$ cat config.mk
export PLATFORM = sky130hd
export DESIGN_NAME = pin_event_rx_flat
export DESIGN_NICKNAME = d
export VERILOG_FILES = /design/src/rtl/pin_event_pkg.sv /design/src/rtl/pin_event_rx_if.sv /design/src/rtl/pin_debounce.sv /design/src/rtl/pin_event_rx.sv /design/src/flat_wrapper.sv
export SDC_FILE = /design/constraint.sdc
export NUM_CORES = 1
export LEC_CHECK = 0
export CAP_MARGIN = 20
export CORE_ASPECT_RATIO = 0.8
export CORE_MARGIN = 1.5
export CORE_UTILIZATION = 52
export DETAILED_ROUTE_END_ITERATION = 8
export GPL_TIMING_DRIVEN = 1
export PLACE_DENSITY = 0.71
export RECOVER_POWER = 50
export SLEW_MARGIN = 20
export SYNTH_ARGS = -nofsm -noshare
export SYNTH_HDL_FRONTEND = slang
export SYNTH_SLANG_ARGS = --single-unit
$ cat constraint.sdc
create_clock -name clk -period 5.3 [get_ports clk]
set_input_delay 0.53 -clock clk [delete_from_list [all_inputs] [get_ports clk]]
set_output_delay 0.53 -clock clk [all_outputs]
set_load 0.01 [all_outputs]
$ cat src/rtl/pin_event_pkg.sv
// Shared definitions for the pin event receiver: channel-index width helper,
// default debounce length and the event record type.
package pin_event_pkg;

   // System clock in MHz; the default debounce window is 1 ms at this rate.
   localparam int CLK_MHZ             = 24;
   localparam int DEBOUNCE_CYCLES_DEF = CLK_MHZ * 1000;

   // Widest channel index supported (up to 8 channels).
   localparam int CHAN_W_MAX = 3;

   // One event as seen by a consumer: which channel and its new level.
   typedef struct packed {
      logic [CHAN_W_MAX-1:0] chan;
      logic                  level;
   } evt_t;

   // Channel-index width: $clog2 with a floor of one bit.
   function automatic int CHAN_W(input int n);
      if (n <= 1) begin
         return 1;
      end else begin
         return $clog2(n);
      end
   endfunction

endpackage

$ cat src/rtl/pin_event_rx_if.sv
// Event stream interface: the receiver presents one event at a time with a
// valid/ready handshake.
interface pin_event_rx_if
   import pin_event_pkg::*;
#(
   parameter int CHANNELS = 4
);
   localparam int CW = CHAN_W(CHANNELS);

   logic          evt_valid;
   logic          evt_ready;
   logic [CW-1:0] evt_chan;
   logic          evt_level;

   modport master (
      output evt_valid,
      output evt_chan,
      output evt_level,
      input  evt_ready
   );

   modport slave (
      input  evt_valid,
      input  evt_chan,
      input  evt_level,
      output evt_ready
   );

endinterface

$ cat src/rtl/pin_debounce.sv
// Single-channel input conditioner: two-flop synchroniser followed by a
// hold-time debouncer. 'changed' is high in the cycle whose clock edge
// updates 'level', so the caller can capture the event on that same edge.
module pin_debounce
   import pin_event_pkg::*;
#(
   parameter int DEBOUNCE_CYCLES = DEBOUNCE_CYCLES_DEF
) (
   input  logic clk,
   input  logic resetn,
   input  logic pin,
   output logic level,
   output logic changed
);

   localparam int               CNT_W    = $clog2(DEBOUNCE_CYCLES);
   localparam logic [CNT_W-1:0] CNT_LAST = CNT_W'(DEBOUNCE_CYCLES - 1);

   logic             r_sync1;
   logic             r_sync2;
   logic             r_level;
   logic [CNT_W-1:0] r_cnt;
   logic             w_differs;
   logic             w_expire;

   // Synchronised input disagrees with the accepted level.
   assign w_differs = r_sync2 ^ r_level;
   // The disagreement has now lasted the full debounce window.
   assign w_expire  = w_differs & (r_cnt == CNT_LAST);

   // Two-flop synchroniser for the asynchronous pad input.
   always_ff @(posedge clk or negedge resetn) begin
      if (!resetn) begin
         r_sync1 <= 1'b0;
         r_sync2 <= 1'b0;
      end else begin
         r_sync1 <= pin;
         r_sync2 <= r_sync1;
      end
   end

   // Hold-time counter; any return to the old level restarts the window.
   always_ff @(posedge clk or negedge resetn) begin
      if (!resetn) begin
         r_cnt   <= {CNT_W{1'b0}};
         r_level <= 1'b0;
      end else if (!w_differs) begin
         r_cnt   <= {CNT_W{1'b0}};
      end else if (w_expire) begin
         r_level <= r_sync2;
         r_cnt   <= {CNT_W{1'b0}};
      end else begin
         r_cnt   <= r_cnt + CNT_W'(1);
      end
   end

   assign level   = r_level;
   assign changed = w_expire;

endmodule

$ cat src/rtl/pin_event_rx.sv
// Pin event receiver: debounces up to eight pad inputs and turns every
// accepted level change into an event on a valid/ready stream. Each channel
// has a one-deep pending slot; an event that is overwritten before it could
// be forwarded sets that channel's sticky overflow flag.
module pin_event_rx
   import pin_event_pkg::*;
#(
   parameter int CHANNELS        = 4,
   parameter int DEBOUNCE_CYCLES = DEBOUNCE_CYCLES_DEF
) (
   input  logic                clk,
   input  logic                resetn,
   input  logic [CHANNELS-1:0] pin_in,
   output logic [CHANNELS-1:0] level,
   pin_event_rx_if.master      evt_if,
   output logic [CHANNELS-1:0] ovf,
   input  logic [CHANNELS-1:0] ovf_clr
);

   localparam int CW = CHAN_W(CHANNELS);

   logic [CHANNELS-1:0] w_level;
   logic [CHANNELS-1:0] w_changed;
   logic [CHANNELS-1:0] w_drain;
   logic [CHANNELS-1:0] w_ovf_set;
   logic                w_any;
   logic [CW-1:0]       w_sel;
   logic                w_load;

   logic [CHANNELS-1:0] r_pend;
   logic [CHANNELS-1:0] r_plev;
   logic [CHANNELS-1:0] r_ovf;
   logic                r_valid;
   logic [CW-1:0]       r_chan;
   logic                r_evt_level;

   // One synchroniser/debouncer per pad.
   for (genvar g = 0; g < CHANNELS; g++) begin : g_chan
      pin_debounce #(
         .DEBOUNCE_CYCLES (DEBOUNCE_CYCLES)
      ) u_debounce (
         .clk     (clk),
         .resetn  (resetn),
         .pin     (pin_in[g]),
         .level   (w_level[g]),
         .changed (w_changed[g])
      );
   end

   // Output register accepts a new event when empty or when the current one
   // is being taken this cycle; this gives one event per cycle under ready.
   assign w_load = ~r_valid | evt_if.evt_ready;

   // Fixed-priority pick: the lowest-index pending channel wins.
   always_comb begin
      w_any = 1'b0;
      w_sel = {CW{1'b0}};
      for (int i = CHANNELS - 1; i >= 0; i--) begin
         if (r_pend[i]) begin
            w_any = 1'b1;
            w_sel = CW'(i);
         end else begin
            w_any = w_any;
            w_sel = w_sel;
         end
      end
   end

   // Pending slot emptied by the output register load this cycle.
   always_comb begin
      w_drain = {CHANNELS{1'b0}};
      for (int i = 0; i < CHANNELS; i++) begin
         w_drain[i] = w_load & w_any & (w_sel == CW'(i));
      end
   end

   // A new strobe lands on a slot that is still occupied and not leaving:
   // the older event is lost.
   assign w_ovf_set = w_changed & r_pend & ~w_drain;

   // Pending slots; a strobe takes precedence over a drain so an event that
   // arrives while the previous one is forwarded stays pending.
   always_ff @(posedge clk or negedge resetn) begin
      if (!resetn) begin
         r_pend <= {CHANNELS{1'b0}};
         r_plev <= {CHANNELS{1'b0}};
      end else begin
         for (int i = 0; i < CHANNELS; i++) begin
            if (w_changed[i]) begin
               r_pend[i] <= 1'b1;
               r_plev[i] <= ~w_level[i];
            end else if (w_drain[i]) begin
               r_pend[i] <= 1'b0;
            end else begin
               r_pend[i] <= r_pend[i];
            end
         end
      end
   end

   // Output register; channel and level only move on a real load so they
   // stay stable while the consumer stalls.
   always_ff @(posedge clk or negedge resetn) begin
      if (!resetn) begin
         r_valid     <= 1'b0;
         r_chan      <= {CW{1'b0}};
         r_evt_level <= 1'b0;
      end else if (w_load) begin
         r_valid <= w_any;
         if (w_any) begin
            r_chan      <= w_sel;
            r_evt_level <= r_plev[w_sel];
         end else begin
            r_chan      <= r_chan;
            r_evt_level <= r_evt_level;
         end
      end else begin
         r_valid <= r_valid;
      end
   end

   // Sticky overflow flags; a simultaneous set beats the clear.
   always_ff @(posedge clk or negedge resetn) begin
      if (!resetn) begin
         r_ovf <= {CHANNELS{1'b0}};
      end else begin
         for (int i = 0; i < CHANNELS; i++) begin
            if (w_ovf_set[i]) begin
               r_ovf[i] <= 1'b1;
            end else if (ovf_clr[i]) begin
               r_ovf[i] <= 1'b0;
            end else begin
               r_ovf[i] <= r_ovf[i];
            end
         end
      end
   end

   assign level            = w_level;
   assign ovf              = r_ovf;
   assign evt_if.evt_valid = r_valid;
   assign evt_if.evt_chan  = r_chan;
   assign evt_if.evt_level = r_evt_level;

endmodule

$ cat src/flat_wrapper.sv
// flat-port wrapper written by rule: the top's interface ports become plain ports
module pin_event_rx_flat import pin_event_pkg::*;
#(
   parameter int CHANNELS        = 4,
   parameter int DEBOUNCE_CYCLES = DEBOUNCE_CYCLES_DEF
)
  (clk, resetn, pin_in, level, ovf, ovf_clr, evt_if_evt_valid, evt_if_evt_chan, evt_if_evt_level, evt_if_evt_ready);
  pin_event_rx_if #(.CHANNELS(CHANNELS)) evt_if_i ();
  input  logic clk;
  input  logic resetn;
  input  logic [CHANNELS-1:0] pin_in;
  output logic [CHANNELS-1:0] level;
  output logic [CHANNELS-1:0] ovf;
  input  logic [CHANNELS-1:0] ovf_clr;
  output wire logic [$bits(evt_if_i.evt_valid)-1:0] evt_if_evt_valid;
  output wire logic [$bits(evt_if_i.evt_chan)-1:0] evt_if_evt_chan;
  output wire logic [$bits(evt_if_i.evt_level)-1:0] evt_if_evt_level;
  input wire logic [$bits(evt_if_i.evt_ready)-1:0] evt_if_evt_ready;
  assign evt_if_evt_valid = evt_if_i.evt_valid;
  assign evt_if_evt_chan = evt_if_i.evt_chan;
  assign evt_if_evt_level = evt_if_i.evt_level;
  assign evt_if_i.evt_ready = evt_if_evt_ready;
  pin_event_rx #(.CHANNELS(CHANNELS), .DEBOUNCE_CYCLES(DEBOUNCE_CYCLES)) u_core (.clk(clk), .resetn(resetn), .pin_in(pin_in), .level(level), .evt_if(evt_if_i), .ovf(ovf), .ovf_clr(ovf_clr));
endmodule
# After elaboration in Yosys (flattened, before gate mapping)
# Cells that the tools add are included.
# Widths: inputs -> output; s select.
# op_classes
magnitude_cmp	1
n_addsub	4
n_reduce_logical	14
muxes	34
n_eq_ne	7
bitwise	22
# op_table
cell	count
$mux 15	8
$add 15x1->15 const B	4
$eq 15x15->1 const B	4
$mux 1	21
$reduce_bool 2->1	8
$reduce_and 2->1	5
$and 1x1->1	9
$and 4x4->4	2
$mux 2	4
$not 1->1	5
$eq 2x2->1 const B	2
$not 4->4	1
$xor 1x1->1	4
$lt 2x3->1 const B	1
$bmux 1 s2	1
$eq 2x1->1 const B	1
$logic_not 2->1	1
$or 1x1->1	1
# totals
output_inout_bits	12
register_bits	88
elab_cells	113

# Longest topological paths before layout
# Gate-level depths: netlist of run 1.
# logic_depth
ltp_word	9
ltp_mapped	7
ltp_nobuf	5

# By module
# A second synthesis of run 1 with hierarchy kept.
# unflattened
hier_cells	376
hier_area_um2	3981.3
# by_module_without_submodules
mod	cells_each	n_inst	area_each_um2	seq_area_each_um2
pin_debounce	78	4	819.5	450.4
pin_event_rx	64	1	703.2	400.4

# Least setup slack after synthesis of run 1
# No wires, ideal clock.
# synth_path
path_type	flip-flop to flip-flop
from	register u_core.g_chan[1].u_debounce.r_cnt[6]
to	register u_core.g_chan[1].u_debounce.r_cnt[10]
setup_slack_ns	3.453
synth_period_minus_slack_ns	1.847
arrival_time_ns	1.729
stages_incl_launch_ff	7
cell_sequence	dfrtp_1 -> or4b_4 -> nor4_4 -> or2_1 -> buf_6 -> buf_8 -> nor2_1
# synth_via
elab_chain_len	4
word_cells_on_any_way	5
# synth_lines
element	line_no	rtl
start, declared	pin_debounce.sv:22	logic [CNT_W-1:0] r_cnt;
start signal, assigned	pin_debounce.sv:45	r_cnt <= {CNT_W{1'b0}};
start signal, assigned	pin_debounce.sv:48	r_cnt <= {CNT_W{1'b0}};
start signal, assigned	pin_debounce.sv:51	r_cnt <= {CNT_W{1'b0}};
branches (longest 2 deep; another with $add 15x1->15)	n/a	
$mux 15 (*)	pin_debounce.sv:49	end else if (w_expire) begin
$mux 15 (*)	pin_debounce.sv:47	end else if (!w_differs) begin
# Mark *: on every way between the ends.
# A chain may end at the register's enable or synchronous reset.

# Worst setup path after layout of run 1
# layout_path
from	register u_core.g_chan[2].u_debounce.r_cnt[6]
to	register u_core.g_chan[2].u_debounce.r_cnt[10]
# layout_via
elab_chain_len	4
word_cells_on_any_way	5
# layout_lines
element	line_no
start, declared	pin_debounce.sv:22
start signal, assigned	pin_debounce.sv:45
start signal, assigned	pin_debounce.sv:48
start signal, assigned	pin_debounce.sv:51
branches (longest 2 deep; another with $add 15x1->15)	n/a
$mux 15 (*)	pin_debounce.sv:49
$mux 15 (*)	pin_debounce.sv:47
# Marked as above.

==> results_dict.tcl, run 1 <==
set metrics [dict create \
    maxCapViolations 1 \
    timing.max_slew.rel_slack_pct -12.2 \
    core.rowCount 28 \
    outcome "complete, but fails checks" \
    seq_power_share_pct 59.0 \
    initial_antenna_violation_count 0 \
    tightest_slew_ns 1.68 \
    post-dp-hpwl_mm 4.89 \
    cts_max_level 3 \
    failed_checks "capacitance limit, slew limit" \
    ant_nets 0 \
    min_path_type "register to register" \
    clkSinkCount 88 \
    synthesis.nets 426 \
    fin_crit_ns 2.14 \
    gp_routability_congestion 0.814 \
    achievable-frequency_mhz 468 \
    syn_avg_cell_area_sq_um 10.1 \
    cp_data_arrival_time_ns 2.36 \
    route.detailed.drc 0 \
    worst_r2r_endpoint "u_core.g_chan[2].u_debounce.r_cnt[10]" \
    chipHeight_um 82.9 \
    tritoncts "built" \
    grt_max_degree 57 \
    fraction_of_layout_cells_with_a_size_suffix_above_1_pct 6.41 \
    synth_sequential_area_ratio_pct 53.1 \
    diodes 0 \
    postCtsSetupRepairBufs 0 \
    final_min_period_over_clock_period_pct 40.4 \
    finish.net_count 447 \
    hold_slack_ns 0.355 \
    ios 23 \
    port_buffers 22 \
    cts.path.max_buffers 2 \
    grt_pass1_wl_mm 12.5 \
    endpoint "u_core.g_chan[2].u_debounce.r_cnt[10]" \
    pwr-share-comb_pct 5.5 \
    grt.total_usage_pct 18.4 \
    floorplan.die.width_um 103 \
    cellPowerDensity_nw_per_um2 260 \
    multi_input_comb_area_sq_um 1740 \
    cts_resized 0 \
    route.vias.total 2902 \
    timing_hold_violations_final 0 \
    globalRouteOverflowTotal 0 \
    synth_cell_type_count 34 \
    floorplan.initialDensity_pct 54.8 \
    worst-r2r-setup-slack_ns 3.16 \
    max-vdd-ir-drop_mv 0.164 \
    internal-power_w 0.000902 \
    cp-end-kind "register" \
    dominant_combinational_cell_family_by_area_after_synthesis "simple AND/OR/NAND/NOR gates" \
    wl_mm 7.12 \
    p_switching_w 0.000289 \
    regArea_sq_um 2200 \
    area.growth.synth_to_final_pct 10.2 \
    timing.critical_path.required_ns 5.52 \
    nFillCells 646 \
    layout_commonest_cell "sky130_fd_sc_hd__dfrtp_1" \
    final.setup_skew_ns 0.0143 \
    leakage_nw 1.87 \
    yosys.area_share.xor_xnor_pct 10.8 \
    synthesis_stage_register_bit_count 88 \
    netlist_area_sq_um 4150 \
    reg2reg_launch_point "u_core.g_chan[2].u_debounce.r_cnt[6]" \
    timing_worst_setup_path_type "register to register" \
    yosys_warn_count 0 \
    cts-buffers-inserted 9 \
    fp.dieArea_sq_um 8520 \
    setup_tns_ns 0 \
    first_global_vias 2760 \
    sw_frac_of_total_pct 24.2 \
    worstSetupStartpoint "u_core.g_chan[2].u_debounce.r_cnt[6]" \
    drt_pre_antenna_iters 4 \
    syn-instance-count 411 \
    clock_power_share_pct 35.5 \
    cts_root_buffer "sky130_fd_sc_hd__clkbuf_8" \
    finalMaxSlewViolations 34 \
    timing.critical_path.from_type "register" \
    cts_hold_buf 0 \
    worst_setup_hold_path_clk_slew_ns 0.08 \
    clk_lat_worst_skew_ns 0.36 \
    synthMuxAreaShare_pct 0.543 \
    worst-r2r-cell-count 4 \
    synth-simple-area-share_pct 23.8 \
    synth_compound_gate_area_share_pct 5.58 \
    dr_iter_0_viols 118 \
    critPathMaxFanout 15 \
    yosys.area_share.adder_pct 1.21 \
    vias_per_cell 5.35 \
    most_used_cells_in_the_layout_excluding_fill_and_tap_cells "88 x sky130_fd_sc_hd__dfrtp_1, 68 x sky130_fd_sc_hd__nor2_1, 43 x sky130_fd_sc_hd__xnor2_1" \
    setup-violations-final 0 \
    detail_route.wl_per_cell_um 13.1 \
    floorplan.core_area_sq_um 7570 \
    grt_setup_unrepaired "false" \
]
power by group through the flow:
stage                     clock network, W   logic, W  registers (W)
after detailed placement                 0  0.0000685       0.000716
after global routing              0.000466  0.0000756       0.000705
after floorplan                          0  0.0000309       0.000715
final                             0.000423  0.0000653       0.000702
after global placement                   0  0.0000672       0.000715
after CTS                         0.000440  0.0000687       0.000702
kinds of logic (layout without fill, tap and decap cells):
group	Yosys count	after routing
mux	2	2
xor+xnor	51	51
compound gates	36	36
simple gates	191	191
flops	88	88
fa+ha+maj	4	4
buf+inv	39	65
layer usage:
layer / global-route usage, % / vias to the layer above / share of wire, %
li1: - / 1429 / -
met5: 0 / - / 0
met4: 6.39 / 0 / 1.2
met2: 27.4 / 59 / 45
met1: 26.0 / 1408 / 50
met3: 4.80 / 6 / 4.3
cell type report:
class                   count  share of cell area, %
inverters                  26                   2.14
clock buffers              10                   3.01
repair buffers             23                   4.85
multi-input cells         284                   38.1
flip-flops and latches     88                   48.2
clock inverters             6                  0.903
well taps                 105                   2.87
how the worst min path moves through the flow:
stage	from	endpoint	slack [ns]	cells past startpoint
final	u_core.g_chan[3].u_debounce.r_sync1	u_core.g_chan[3].u_debounce.r_sync2	0.35	0
after global routing	u_core.g_chan[3].u_debounce.r_sync1	u_core.g_chan[3].u_debounce.r_sync2	0.36	0
after CTS	resetn	u_core.g_chan[3].u_debounce.r_cnt[12]	0.09	1
after detailed placement	u_core.g_chan[1].u_debounce.r_sync1	u_core.g_chan[1].u_debounce.r_sync2	0.34	0
after global placement	u_core.g_chan[1].u_debounce.r_sync1	u_core.g_chan[1].u_debounce.r_sync2	0.33	0
after floorplan	resetn	u_core.evt_if.evt_chan[0]	0.23	0
stage by stage:
| step | setup slack, ns | cell area [sq um] | total power (W) | utilization (%) | cells |
|---|---|---|---|---|---|
| 2_1_floorplan | 3.45 | 4150 | 0.000746 | - | 411 |
| 3_5_place_dp | 3.16 | 4400 | 0.000784 | 58.1 | 526 |
| 6_report | 3.16 | 4570 | 0.00119 | 60.4 | 542 |
| 3_3_place_gp | 3.20 | 4400 | 0.000782 | 58.1 | 526 |
| 5_1_grt | 2.73 | 4570 | 0.00125 | 60.4 | 542 |
| 4_1_cts | 3.14 | 4570 | 0.00121 | 60.4 | 542 |
synthesized netlist by cell type:
| master | number | area share (%) |
|---|---|---|
| sky130_fd_sc_hd__nor2_1 | 68 | 6.2 |
| sky130_fd_sc_hd__nor3_1 | 10 | 1.2 |
| sky130_fd_sc_hd__nand2b_1 | 5 | 0.75 |
| sky130_fd_sc_hd__nor4_1 | 16 | 2.4 |
| sky130_fd_sc_hd__and3_1 | 2 | 0.30 |
| sky130_fd_sc_hd__o22ai_1 | 5 | 0.75 |
| sky130_fd_sc_hd__buf_8 | 1 | 0.36 |
| sky130_fd_sc_hd__xnor2_1 | 43 | 9.1 |
| sky130_fd_sc_hd__dfrtp_1 | 88 | 53 |
| sky130_fd_sc_hd__o41ai_4 | 1 | 0.66 |
| sky130_fd_sc_hd__buf_6 | 3 | 0.81 |
| sky130_fd_sc_hd__or4_1 | 3 | 0.54 |
| sky130_fd_sc_hd__nand3_1 | 28 | 3.4 |
| sky130_fd_sc_hd__mux2_2 | 2 | 0.54 |
| sky130_fd_sc_hd__o21ai_0 | 11 | 1.3 |
| sky130_fd_sc_hd__buf_4 | 7 | 1.3 |
| sky130_fd_sc_hd__clkbuf_1 | 2 | 0.18 |
| sky130_fd_sc_hd__xor2_1 | 8 | 1.7 |
| sky130_fd_sc_hd__nor4_4 | 3 | 1.5 |
| sky130_fd_sc_hd__and2_1 | 3 | 0.45 |
| sky130_fd_sc_hd__and4_1 | 1 | 0.21 |
| sky130_fd_sc_hd__or2_2 | 1 | 0.15 |
| sky130_fd_sc_hd__inv_1 | 26 | 2.4 |
| sky130_fd_sc_hd__or4b_4 | 4 | 1.3 |
| sky130_fd_sc_hd__or2_1 | 3 | 0.45 |
| sky130_fd_sc_hd__o22a_1 | 1 | 0.21 |
| sky130_fd_sc_hd__o31ai_1 | 3 | 0.54 |
| sky130_fd_sc_hd__ha_1 | 4 | 1.2 |
| sky130_fd_sc_hd__nand4_1 | 15 | 2.3 |
| sky130_fd_sc_hd__a2bb2oi_1 | 1 | 0.21 |
| sky130_fd_sc_hd__o211ai_1 | 3 | 0.54 |
| sky130_fd_sc_hd__a21oi_1 | 11 | 1.3 |
| sky130_fd_sc_hd__nor2b_1 | 1 | 0.15 |
| sky130_fd_sc_hd__nand2_1 | 28 | 2.5 |
worst max-delay path, cell delays in order (launching register included):
cell and delay, ns:
sky130_fd_sc_hd__dfrtp_1 0.45, sky130_fd_sc_hd__or4b_4 0.57, sky130_fd_sc_hd__nor4_4 0.38, sky130_fd_sc_hd__or2_1 0.50, sky130_fd_sc_hd__nor2_1 0.11
state kept, by name, indices dropped and copies added, names as in the netlist, 2 cells and up:
signal                            flops
u_core.g_chan.u_debounce.level        4
u_core.evt_if.evt_chan                2
u_core.ovf                            4
u_core.r_plev                         4
u_core.g_chan.u_debounce.r_sync1      4
u_core.g_chan.u_debounce.r_sync2      4
u_core.g_chan.u_debounce.r_cnt       60
u_core.r_pend                         4
Power figures use the tool's default switching activity.
==> run 2, diff against run 1 <==
Settings changed: PLACE_DENSITY 0.71 to 0.74.
Clock period 5.3 ns to 1.9 ns, I/O delays scaled along.
==> run 2 against run 1 <==
Compared with the run above: the flow now finishes without violations; clock power grew to 3.1 times the previous value; wire length is 6.7% higher; final cell count is 3.0% higher; sequential share of layout area is 2.0 points lower; non-clock buffer count is 19 higher; critical path depth is 1 higher; first-iteration DRC count is 9.3% lower; utilization is 2.6 points higher; fmax is 18% higher; die area stayed put; critical path type unchanged.
==> results_dict.tcl, run 2 (same netlist as run 1, synthesis figures left out) <==
set metrics [dict create \
    final.setup_skew_ns 0.00476 \
    floorplan.core_area_sq_um 7570 \
    preCtsSetupSlack_ns 0.0433 \
    timing_hold_violations_final 0 \
    cp-end-kind "register" \
    clkSinkCount 88 \
    layout_commonest_cell "sky130_fd_sc_hd__dfrtp_1" \
    final_min_period_over_clock_period_pct 95.0 \
    most_used_cells_in_the_layout_excluding_fill_and_tap_cells "88 x sky130_fd_sc_hd__dfrtp_1, 68 x sky130_fd_sc_hd__nor2_1, 43 x sky130_fd_sc_hd__xnor2_1" \
    wl_mm 7.60 \
    cts-buffers-inserted 9 \
    worstSetupStartpoint "u_core.g_chan[3].u_debounce.r_cnt[1]" \
    max-vdd-ir-drop_mv 0.442 \
    reg2reg_launch_point "u_core.g_chan[3].u_debounce.r_cnt[1]" \
    finalMaxSlewViolations 0 \
    timing.max_slew.rel_slack_pct 29.6 \
    tritoncts "built" \
    grt_use_met1_pct 27.3 \
    ant_nets 0 \
    grt.total_usage_pct 19.5 \
    grt_pass1_wl_mm 13.1 \
    fp.dieArea_sq_um 8520 \
    vias_per_cell 5.22 \
    finish.net_count 466 \
    cellPowerDensity_nw_per_um2 733 \
    chipHeight_um 82.9 \
    grt.met3_usage_pct 5.56 \
    floorplan.initialDensity_pct 54.8 \
    worst_setup_hold_path_clk_slew_ns 0.08 \
    timing_worst_setup_path_type "register to register" \
    drt_pre_antenna_iters 4 \
    timing.critical_path.required_ns 2.18 \
    cts.path.max_buffers 2 \
    cts_max_level 3 \
    globalRouteOverflowTotal 0 \
    worst-r2r-setup-slack_ns 0.09 \
    maxCapViolations 0 \
    worst-r2r-cell-count 5 \
    endpoint "u_core.g_chan[3].u_debounce.r_cnt[14]" \
    port_buffers 22 \
    critPathMaxFanout 4 \
    fin_crit_ns 1.81 \
    clk_lat_worst_skew_ns 0.35 \
    worst_r2r_endpoint "u_core.g_chan[3].u_debounce.r_cnt[14]" \
    setup_tns_ns 0 \
    totalPowerFinal_w 0.00349 \
    min_path_type "primary input to asynchronous set/reset pin" \
    detail_route.wl_per_cell_um 13.6 \
    tightest_slew_ns 1.06 \
    registers.top_by_ff_count "u_core.g_chan.u_debounce.r_cnt" \
    route.vias.total 2913 \
    post-route-worst-setup-slack_ns 0.0950 \
    cts_root_buffer "sky130_fd_sc_hd__clkbuf_8" \
    floorplan.die.width_um 103 \
    grt_max_degree 46 \
    fraction_of_layout_cells_with_a_size_suffix_above_1_pct 9.93 \
    achievable-frequency_mhz 554 \
    core.rowCount 28 \
    met2_usage_in_global_routing_pct 29.6 \
    gr-max-usage-layer "met2" \
    outcome "finished, final reports clean" \
    first_global_vias 2867 \
    dr_iter_0_viols 107 \
    timing.critical_path.from_type "register" \
    setup-violations-final 0 \
    hold_slack_ns 0.263 \
    route.detailed.drc 0 \
    leakage_nw 1.97 \
    initial_antenna_violation_count 0 \
    ios 23 \
    gp_routability_congestion 0.877 \
    largest_register_ff_count 60 \
    area.growth.synth_to_final_pct 14.9 \
    post-dp-hpwl_mm 5.39 \
    cp_data_arrival_time_ns 2.08 \
    diodes 0 \
]
==> run 2: cell count changes in the layout (fill, tap and decap cells not counted), moves of 2 or more <==
cell                        delta
sky130_fd_sc_hd__bufinv_16     +2
sky130_fd_sc_hd__clkinv_2      -2
sky130_fd_sc_hd__buf_12        +2
sky130_fd_sc_hd__buf_4        +15
sky130_fd_sc_hd__inv_6         -2
==> run 2: power breakdown <==
| group | total [W] | internal [W] | switching, W |
|---|---|---|---|
| logic | 0.000204 | 0.0000985 | 0.000105 |
| clock network | 0.00133 | 0.000717 | 0.000612 |
| registers | 0.00196 | 0.00192 | 0.0000418 |
==> run 2: worst max-delay path: stages, from the launching register on <==
cell and delay, ns:
sky130_fd_sc_hd__dfrtp_1 0.38, sky130_fd_sc_hd__ha_2 0.22, sky130_fd_sc_hd__nand4_1 0.23, sky130_fd_sc_hd__or2_4 0.30, sky130_fd_sc_hd__or4_1 0.46, sky130_fd_sc_hd__a21oi_1 0.15
==> run 2: timing repair <==
action,CTS,global route
buffers inserted,0,3
hold endpoints to repair,22,0
resized for setup,0,3
hold buffers,1,0
endpoints found under the setup margin,0,3
==> run 2: worst min path at each step <==
stage / depth (start not counted) / to / slack (ns) / startpoint
after CTS: 2 / u_core.g_chan[1].u_debounce.r_cnt[4] / 0.27 / resetn
after global placement: 1 / u_core.g_chan[1].u_debounce.r_cnt[5] / 0.11 / resetn
after global routing: 2 / u_core.g_chan[1].u_debounce.r_cnt[4] / 0.30 / resetn
after floorplan: 0 / u_core.evt_if.evt_chan[0] / -0.11 / resetn
final: 2 / u_core.g_chan[1].u_debounce.r_cnt[4] / 0.26 / resetn
after detailed placement: 1 / u_core.g_chan[1].u_debounce.r_cnt[4] / 0.11 / resetn
==> run 2: area by class of cell <==
class,instances,area [sq um]
inverters,26,97.6
repair buffers,42,389
flip-flops and latches,88,2200
clock inverters,4,72.6
well taps,105,131
fillers,648,2800
multi-input cells,284,1750
clock buffers,9,124
==> run 2: routing by layer <==
layer,share of wire [%],wire (um)
met5,0,0
met1,48,3660
met4,1.7,130
met2,47,3550
met3,3.5,265
==> run 2: stage by stage <==
step | util, % | area (sq um) | instances
after detailed placement | 60.1 | 4550 | 541
final | 63.0 | 4770 | 558
after global placement | 60.1 | 4550 | 541
after floorplan | - | 4150 | 411
after global routing | 63.0 | 4770 | 558
after CTS | 62.8 | 4750 | 555
==> run 3, diff against run 2 <==
Settings changed: CORE_MARGIN 1.5 to unset, PLACE_DENSITY 0.74 to 0.71.
Clock period 1.9 ns to 2.3 ns, I/O delays scaled along.
==> run 3 against run 2 <==
Compared with the run above: fmax down 9.0%; flip-flop and latch count unchanged; critical path depth unchanged; largest cell class unchanged; clock skew up 0.0089 ns; count of clock-buffer cells in the layout up 2; largest power group unchanged.
==> results_dict.tcl, run 3 (same netlist as run 1, synthesis figures left out) <==
set metrics [dict create \
    outcome "finished, final reports clean" \
    final_min_period_over_clock_period_pct 86.2 \
    fraction_of_layout_cells_with_a_size_suffix_above_1_pct 8.07 \
    clkSinkCount 88 \
    timing.max_slew.rel_slack_pct 21.6 \
    reg2reg_launch_point "u_core.g_chan[1].u_debounce.r_cnt[6]" \
    area.growth.synth_to_final_pct 11.9 \
    timing_hold_violations_final 0 \
    max-vdd-ir-drop_mv 0.492 \
    largest_register_ff_count 60 \
    min_path_type "primary input to asynchronous set/reset pin" \
    gp_routability_congestion 0.869 \
    post-route-worst-setup-slack_ns 0.317 \
    worst_r2r_endpoint "u_core.g_chan[1].u_debounce.r_cnt[11]" \
    post-dp-hpwl_mm 5.23 \
    port_buffers 22 \
    grt_setup_unrepaired "false" \
    grt.total_usage_pct 20.6 \
    core.rowCount 28 \
    finalMaxSlewViolations 0 \
    clk_lat_worst_skew_ns 0.36 \
    cts_max_level 3 \
    cp-end-kind "register" \
    timing_worst_setup_path_type "register to register" \
    grt_max_degree 40 \
    worstSetupStartpoint "u_core.g_chan[1].u_debounce.r_cnt[6]" \
    globalRouteOverflowTotal 0 \
    route.detailed.drc 0 \
    grt_pass1_wl_mm 13.0 \
    initial_antenna_violation_count 0 \
    timing.critical_path.required_ns 2.54 \
    registers.top_by_ff_count "u_core.g_chan.u_debounce.r_cnt" \
    setup-violations-final 0 \
    fp.dieArea_sq_um 8340 \
    cts.path.max_buffers 2 \
    postCtsSetupRepairBufs 0 \
    totalPowerFinal_w 0.00276 \
    fin_crit_ns 1.98 \
    placed_cells 534 \
    maxCapViolations 0 \
    floorplan.die.width_um 102 \
    final_util_pct 61.3 \
    timing.critical_path.from_type "register" \
    tightest_slew_ns 1.18 \
    worst_setup_hold_path_clk_slew_ns 0.08 \
    endpoint "u_core.g_chan[1].u_debounce.r_cnt[11]" \
    floorplan.core_area_sq_um 7570 \
    drt_pre_antenna_iters 4 \
    detail_route.wl_per_cell_um 13.6 \
    critPathMaxFanout 15 \
    achievable-frequency_mhz 504 \
    wl_mm 7.51 \
    setup_tns_ns 0 \
    worst-r2r-cell-count 5 \
    ios 23 \
    cts_root_buffer "sky130_fd_sc_hd__clkbuf_8" \
    preCtsSetupSlack_ns 0.327 \
    layout_commonest_cell "sky130_fd_sc_hd__dfrtp_1" \
    cts_resized 0 \
    cp_data_arrival_time_ns 2.22 \
    diodes 0 \
    tritoncts "built" \
    final.setup_skew_ns 0.0137 \
    vias_per_cell 5.32 \
    final_cell_count_no_fill 551 \
    cts_hold_buf 1 \
    leakage_nw 1.91 \
    worst-r2r-setup-slack_ns 0.32 \
    cts-buffers-inserted 9 \
    route.vias.total 2931 \
    floorplan.initialDensity_pct 54.8 \
    chipHeight_um 81.9 \
    ant_nets 0 \
    cellPowerDensity_nw_per_um2 595 \
    finish.net_count 456 \
    first_global_vias 2753 \
    most_used_cells_in_the_layout_excluding_fill_and_tap_cells "88 x sky130_fd_sc_hd__dfrtp_1, 68 x sky130_fd_sc_hd__nor2_1, 43 x sky130_fd_sc_hd__xnor2_1" \
    dr_iter_0_viols 122 \
]
run 3: cell types whose count changed in the layout (fill, tap and decap cells not counted), moves of 2 or more:
cell and change:
sky130_fd_sc_hd__bufinv_16 -2, sky130_fd_sc_hd__clkinv_2 +2, sky130_fd_sc_hd__buf_12 -2, sky130_fd_sc_hd__clkbuf_8 +2, sky130_fd_sc_hd__buf_4 -8
run 3: layout make-up:
cell class                 count  area, sq um
sequential                    88         2200
multi-input combinational    284         1740
timing repair buffer          32          289
clock buffer                  11          151
tap                          105          131
clock inverter                 5         31.3
inverter                      26         97.6
fill                         658         2930
run 3: stage by stage:
| stage | hold WS (ns) | area, sq um |
|---|---|---|
| after floorplan | -0.0656 | 4150 |
| after global placement | 0.190 | 4470 |
| after detailed placement | 0.197 | 4470 |
| after CTS | 0.284 | 4660 |
| after global routing | 0.356 | 4640 |
| final | 0.345 | 4640 |
run 3: report_power, final:
group          total (W)  internal, W  switching, W
combinational   0.000161    0.0000748     0.0000858
clock           0.000978     0.000448      0.000530
sequential       0.00162      0.00158     0.0000375
run 3: how the worst min path moves through the flow:
stage	startpoint	to
4_1_cts	pin_in[1]	u_core.g_chan[1].u_debounce.r_sync1
3_5_place_dp	resetn	u_core.g_chan[1].u_debounce.r_cnt[9]
5_1_grt	resetn	u_core.g_chan[3].u_debounce.r_cnt[9]
6_report	resetn	u_core.g_chan[1].u_debounce.r_cnt[9]
3_3_place_gp	resetn	u_core.g_chan[1].u_debounce.r_cnt[6]
2_1_floorplan	resetn	u_core.evt_if.evt_chan[0]
run 3: metal layers:
layer / global-route usage [%] / up-vias / part of all wire, %
met5: 0 / - / 0
met4: 5.14 / 0 / 0.71
met3: 6.38 / 4 / 3.7
met2: 32.6 / 51 / 47
met1: 27.8 / 1424 / 49
li1: - / 1452 / -
run 3: worst max-delay path, stage by stage (launching register included):
cell                      delay [ns]
sky130_fd_sc_hd__dfrtp_1        0.47
sky130_fd_sc_hd__or4b_4         0.58
sky130_fd_sc_hd__nor4_4         0.40
sky130_fd_sc_hd__or2_1          0.15
sky130_fd_sc_hd__buf_4          0.20
sky130_fd_sc_hd__nor2_1         0.07
